<file path="config.mk">
export PLATFORM = sky130hd
export DESIGN_NAME = clock_divider_multi
export DESIGN_NICKNAME = d
export VERILOG_FILES = /design/src/rtl/clock_divider_multi.sv
export SDC_FILE = /design/constraint.sdc
export NUM_CORES = 1
export LEC_CHECK = 0
export ABC_AREA = 1
export ABC_CLOCK_PERIOD_IN_PS = 5200
export BUFFER_PORTS_ARGS = -buffer_cell sky130_fd_sc_hd__clkbuf_2
export CAP_MARGIN = 0
export CORE_AREA = 2 2 198 239
export CTS_BUF_LIST = sky130_fd_sc_hd__clkbuf_4
export DETAILED_ROUTE_END_ITERATION = 8
export DIE_AREA = 0 0 200 241
export PLACE_DENSITY_LB_ADDON = 0.15
export SLEW_MARGIN = 10
export SYNTH_ARGS = -nofsm -noshare
export SYNTH_HDL_FRONTEND = slang
export SYNTH_SLANG_ARGS = --single-unit
</file>
<file path="constraint.sdc">
create_clock -name Clk_In -period 5.2 [get_ports Clk_In]
set_clock_uncertainty 0.2 [all_clocks]
set_input_delay 0.78 -clock Clk_In [delete_from_list [all_inputs] [get_ports Clk_In]]
set_output_delay 0.78 -clock Clk_In [all_outputs]
set_load 0.01 [all_outputs]
</file>
<file path="src/rtl/clock_divider_multi.sv">
// rtl/clock_divider_multi.sv - multi-channel programmable clock divider
// Each channel counts 0..N-1 and fires an event on the terminal edge; divisor loads are shadowed until that edge.
module clock_divider_multi #(
  parameter int          NUM_CH      = 4,
  parameter int          SEL_W       = 2,
  parameter int          CNT_W       = 26,
  parameter int unsigned DEFAULT_DIV = 25000000
) (
  input  logic              Clk_In,
  input  logic              Div_Rst_n,
  input  logic [NUM_CH-1:0] Div_En,
  input  logic              Div_Load,
  input  logic [SEL_W-1:0]  Div_Ch_Sel,
  input  logic [CNT_W-1:0]  Div_Value,
  input  logic              Div_Mode,
  input  logic              Sync,
  output logic [NUM_CH-1:0] Clk_Out,
  output logic [NUM_CH-1:0] Tick_Out,
  output logic [NUM_CH-1:0] Pend
);

  typedef enum logic [1:0] {ST_IDLE, ST_RUN, ST_PEND} state_t;

  function automatic state_t st_after(input logic [CNT_W-1:0] d, input logic en);
    return (d == '0 || !en) ? ST_IDLE : ST_RUN;
  endfunction

  for (genvar g = 0; g < NUM_CH; g++) begin : g_ch
    logic [CNT_W-1:0] r_div, r_cnt, r_sh_div;
    logic             r_mode, r_sh_mode, r_clk, r_tick;
    state_t           r_state;
    logic             w_hit, w_pend, w_last;

    assign w_hit  = Div_Load && (Div_Ch_Sel == SEL_W'(g));
    assign w_pend = (r_state == ST_PEND);
    // div_reg == 0 is excluded first so div_reg - 1 never wraps into a false terminal match
    assign w_last = (r_div != '0) && (r_cnt == r_div - CNT_W'(1));

    always_ff @(posedge Clk_In or negedge Div_Rst_n) begin
      if (!Div_Rst_n) begin
        r_div     <= CNT_W'(DEFAULT_DIV);
        r_mode    <= 1'b0;
        r_cnt     <= '0;
        r_sh_div  <= '0;
        r_sh_mode <= 1'b0;
        r_clk     <= 1'b0;
        r_tick    <= 1'b0;
        r_state   <= ST_IDLE;
      end else begin
        if (w_hit) begin
          r_sh_div  <= Div_Value;
          r_sh_mode <= Div_Mode;
        end
        if (Sync) begin
          r_cnt  <= '0;
          r_clk  <= 1'b0;
          r_tick <= 1'b0;
          if (w_hit) begin
            r_div  <= Div_Value;
            r_mode <= Div_Mode;
          end else if (w_pend) begin
            r_div  <= r_sh_div;
            r_mode <= r_sh_mode;
          end
          r_state <= st_after(w_hit ? Div_Value : (w_pend ? r_sh_div : r_div), Div_En[g]);
        end else if (!Div_En[g] || r_div == '0) begin
          r_cnt  <= '0;
          r_clk  <= 1'b0;
          r_tick <= 1'b0;
          if (w_pend) begin
            r_div  <= r_sh_div;
            r_mode <= r_sh_mode;
          end
          r_state <= w_hit ? ST_PEND : st_after(w_pend ? r_sh_div : r_div, Div_En[g]);
        end else begin
          if (w_last) begin
            r_cnt <= '0;
            if (r_mode) begin
              r_clk  <= 1'b1;
              r_tick <= 1'b1;
            end else begin
              r_clk  <= ~r_clk;
              r_tick <= ~r_clk;
            end
            if (w_pend) begin
              r_div  <= r_sh_div;
              r_mode <= r_sh_mode;
            end
          end else begin
            r_cnt  <= r_cnt + CNT_W'(1);
            r_tick <= 1'b0;
            if (r_mode) r_clk <= 1'b0;
          end
          if (w_hit || (w_pend && !w_last)) r_state <= ST_PEND;
          else if (w_pend)                  r_state <= st_after(r_sh_div, 1'b1);
          else                              r_state <= ST_RUN;
        end
      end
    end

    assign Clk_Out[g]  = r_clk;
    assign Tick_Out[g] = r_tick;
    assign Pend[g]     = w_pend;
  end

endmodule

</file>
Yosys cells after proc, flatten, opt, wreduce, memory -nomap -nowiden
Index checks and enable logic that the tools add are counted.
- add/sub/neg operators: 8
- mux-type cells: 116
- equal/unequal tests: 11
- bitwise gates (word level): 4
- reduce and logical (&&, ||, !) cells: 65
- operators by type and width (cell ; count):
    $mux 26 ; 32
    $logic_not 26->1 ; 16
    $add 26x1->26 const B ; 4
    $eq 26x26->1 ; 4
    $reduce_bool 26->1 ; 4
    $sub 26x1->26 const B ; 4
    $mux 1 ; 68
    $mux 2 ; 16
    $logic_or 1x1->1 ; 16
    $reduce_bool 4->1 ; 4
    $eq 2x2->1 const B ; 6
    $logic_and 1x1->1 ; 12
    $reduce_bool 3->1 ; 4
    $logic_not 1->1 ; 8
    $not 1->1 ; 4
    $eq 2x1->1 const B ; 1
    $logic_not 2->1 ; 1
- logic and storage cells: 236
- bits in registers: 336

Depth between registers and ports, before layout
- word-level depth: 9
- gate-level depth with buffers: 19
- gate-level depth less buffers: 19

Worst setup path before layout
OpenSTA, ideal clock, no wires.
- path type: register -> register
- start point: register g_ch[2].r_div[0]
- end point: register g_ch[2].r_cnt[13]
- slack: 2.806 ns
- library setup time: 0.120 ns
- buffers on the path: 2
- data required time: 4.880 ns
- cell stages (with the launch flop): 15
- arrival: 2.074 ns
- path through: dfrtp_1 inv_1 ha_1 nand2_2 nor2_4 nand3_1 xor2_1 nor2_1 nand2_1 nor2_1 nand3_2 nand3_2 buf_4 buf_6 nor2_1
- cells in the longest elaborated chain, start to end: 6
- elaborated cells between the ends (all ways): 9
- those cells by class: 1 x add/sub; 1 x eq/ne; 3 x mux; 4 x reduce/logical
- RTL lines (element ; RTL line ; source):
    start: declaration ; 29 ; logic [CNT_W-1:0] r_div, r_cnt, r_sh_div;
    start signal: assignment ; 41 ; r_div <= CNT_W'(DEFAULT_DIV);
    start signal: assignment ; 59 ; r_div <= Div_Value;
    start signal: assignment ; 62 ; r_div <= r_sh_div;
    $sub 26x1->26 ; 37 ; assign w_last = (r_div != '0) && (r_cnt == r_div - CNT_W'(1));
    $eq 26x26->1 ; 37 ;
    $logic_and 1x1->1 ; 37 ;
    $mux 26 ; 76 ; if (w_last) begin
    $mux 26 (*) ; 66 ; end else if (!Div_En[g] || r_div == '0) begin
    $mux 26 (*) ; 54 ; if (Sync) begin
    end signal: assignment ; 90 ; r_cnt <= r_cnt + CNT_W'(1);
    end: declaration ; 29 ;
Mark *: on every way between the ends. The rest lies on a longest branch, timed or not.
A chain may end at the register's enable or synchronous reset.

Worst setup path in the final report
- start point: register g_ch[2].r_div[0]
- end point: register g_ch[2].r_cnt[24]
The elaborated chain is that of the path after synthesis.

==> impl_metrics.tcl <==
set metrics [dict create \
    wl_per_cell_um 18.5 \
    clock-root-buffer "clkbuf_4" \
    synth_top_area_cell "dfrtp_1" \
    start_kind "register" \
    nets 3159 \
    finalHoldViolCount 0 \
    numPortBuffers 48 \
    grt_max_degree 120 \
    status "finished, final reports clean" \
    num_rows 86 \
    fin_crit_ns 3.72 \
    setup_violations 0 \
    syn_nets 3114 \
    syn_area_um2 21900 \
    drtPass1Iterations 6 \
    antenna_found_initial 2 \
    synth_edf_count 0 \
    synthFlopType "dfrtp_1" \
    whs_ns 0.166 \
    cap_violations 0 \
    synth_area_leaders "dfrtp_1, nand2_1, o21ai_0, nor2_1, dfstp_2" \
    ys.warnings.count 0 \
    postRouteAntennaNets 0 \
    postSynthCellCount 3065 \
    max_slew_margin 0.236 \
    layout_commonest_cell "nand2_1" \
    drt-vias-per-instance 5.37 \
    hold_path_class "in -> reg" \
    drive_gt1_frac 0.115 \
    io_pins 49 \
    fp.coreArea_um2 45700 \
    gp_congestion 0.934 \
    yosysTopAreaCellShare 0.329 \
    fmax_mhz 268 \
    layout_common_cells "nand2_1, nor2_1, o21ai_0" \
    clkLatencyLatePin_ns 0.87 \
    rsz0062_at_grt "no" \
    first_iter_violations 1460 \
    wl_um 70200 \
    floorplan.initialDensity 0.478 \
    dp_hpwl_um 52000 \
    ir_worst_vdd_v 0.000164 \
    htree_num_levels 3 \
    first_global_vias 19900 \
    grt_remaining_overflow 0 \
    cts_resized 0 \
    die_x_um 200 \
    min_path_cells 3 \
    slew_viol_final 0 \
    async_reset_ff_frac 1.00 \
    cp_max_fo 65 \
    drc_errors 0 \
    yosysSeqAreaShare 0.387 \
    grt.total_usage 0.299 \
    die_y_um 241 \
    cts_sinks 336 \
    power.density_nw_per_um2 355 \
    ff2ff_path_depth 12 \
    ys_types 53 \
    die_area_um2 48200 \
    reg2reg_slack_ns 1.48 \
    syn_area_per_cell_um2 7.14 \
    cp.arrival_ns 4.27 \
    required_ns 5.74 \
    clk_path_buf_depth 3 \
    syn2layout_area_growth_pct 8.72 \
    p_leak_nw 11.2 \
    numCtsBuffers 91 \
    vias 20400 \
    cts_tree "built" \
    tns_ns 0 \
    end_kind "register" \
    synth_seq_cells 336 \
    post-route-period-util 0.716 \
    grt_pass1_wl_um 110000 \
    worst_pin_slew_ns 1.14 \
    path_class "reg -> reg" \
    clkSlewWorstSetupHoldPaths_ns 0.06 \
]
==> registers in the layout (all words and copies together) (netlist names) <==
signal          cells
g_ch.r_cnt        104
g_ch.r_div        104
g_ch.r_sh_div     104
g_ch.r_state        8
g_ch.r_clk          4
g_ch.r_mode         4
g_ch.r_sh_mode      4
g_ch.r_tick         4
==> synth_stat cells, types with 5 or more instances <==
library cell    n
or2_2          13
o211ai_1       50
nor3_1         36
o21ai_0       324
buf_6           5
nor2_2         27
a211oi_1        6
clkinv_1        7
a31oi_1         7
nor4_1         25
nor3_2         12
and3_1          5
a21o_1          5
clkbuf_1       77
nand4_1        87
buf_2          19
o21a_1         10
dfstp_2        48
nor3b_1        10
nand3_1       138
xor2_1        125
xnor2_1        70
nand3_2        18
nor2_4          7
nand2_2        12
dfrtp_1       288
ha_1           12
nor2_1        372
inv_1         318
nand2_1       801
a21oi_1        41
o21ai_1        13
buf_4          21
nand3b_1       16
==> metal layers <==
layer | routed length [um] | vias up | GRT usage
met2 | 33900 | 590 | 0.507
met3 | 3970 | 171 | 0.0464
met1 | 29000 | 9585 | 0.367
met4 | 3310 | 2 | 0.155
li1 | - | 10100 | -
met5 | 13 | - | 0
==> through the flow <==
stage	power (mW)	area, um2	util	std cells	setup WS [ns]
after global routing	9.03	23800	0.520	3800	1.15
after global placement	5.89	22500	0.492	3628	1.51
final	8.45	23800	0.520	3800	1.48
after detailed placement	5.92	22500	0.492	3628	1.43
after CTS	8.52	23800	0.520	3798	1.47
after floorplan	5.13	21900	-	3065	2.81
==> cells by family (layout without fill, tap and decap cells) <==
family | count (synthesis) | in the layout | synth area share
XOR/XNOR | 198 | 198 | 0.0812
adder cells (fa/ha/maj) | 12 | 12 | 0.00686
other | 0 | 2 | 0
buffers and inverters | 453 | 570 | 0.0841
AND/OR/NAND/NOR | 1591 | 1591 | 0.320
AO/OA/AOI/OAI | 470 | 470 | 0.118
multiplexers | 5 | 5 | 0.00234
flip-flops | 336 | 336 | 0.387
==> worst max-delay path, stage by stage (launching register included) <==
cell	delay (ns)
dfrtp_1	0.38
inv_1	0.16
ha_1	0.25
nand2_2	0.12
nor2_4	0.20
xor2_1	0.11
or2_2	0.29
nand4_1	0.07
nor2_1	0.05
nand3_2	0.12
nand3_2	0.87
buf_4	0.56
nor3_1	0.20
==> path summary, 6_finish.rpt <==
check                                                      start                                to
worst max-delay path                g_ch[2].r_div[0]$_DFFE_PN0P_       g_ch[2].r_cnt[24]$_DFF_PN0_
worst min-delay path                                Div_Value[4]   g_ch[0].r_sh_div[4]$_DFFE_PN0P_
worst max register to register      g_ch[2].r_div[0]$_DFFE_PN0P_       g_ch[2].r_cnt[24]$_DFF_PN0_
worst min register to register  g_ch[0].r_sh_div[25]$_DFFE_PN0P_  g_ch[0].r_sh_div[25]$_DFFE_PN0P_
max in group asynchronous                              Div_Rst_n      g_ch[3].r_div[9]$_DFFE_PN0P_
min in group asynchronous                              Div_Rst_n        g_ch[2].r_cnt[8]$_DFF_PN0_
==> final cells by class <==
type | count | area (um2)
Fill cell | 4606 | 21900
Multi-Input combinational cell | 2276 | 11600
Sequential cell | 336 | 8470
Inverter | 329 | 1230
Clock buffer | 140 | 1050
Tap cell | 616 | 771
Timing Repair Buffer | 76 | 510
Clock inverter | 25 | 173
Antenna cell | 2 | 5.00
==> where the power goes <==
| part | leakage, nW | total [mW] | switching [mW] | internal, mW |
|---|---|---|---|---|
| sequential | 4.23 | 3.49 | 0.452 | 3.03 |
| clock | 0.723 | 2.55 | 1.22 | 1.33 |
| combinational | 6.20 | 2.41 | 1.56 | 0.844 |
| total | 11.2 | 8.45 | 3.24 | 5.21 |
==> repair_timing <==
item,in CTS,in global routing
hold endpoints to repair,60,0
hold buffers,5,0
endpoints found under the setup margin,0,0
setup buffers,0,0
No activity file was read; power rests on OpenSTA's default activity.
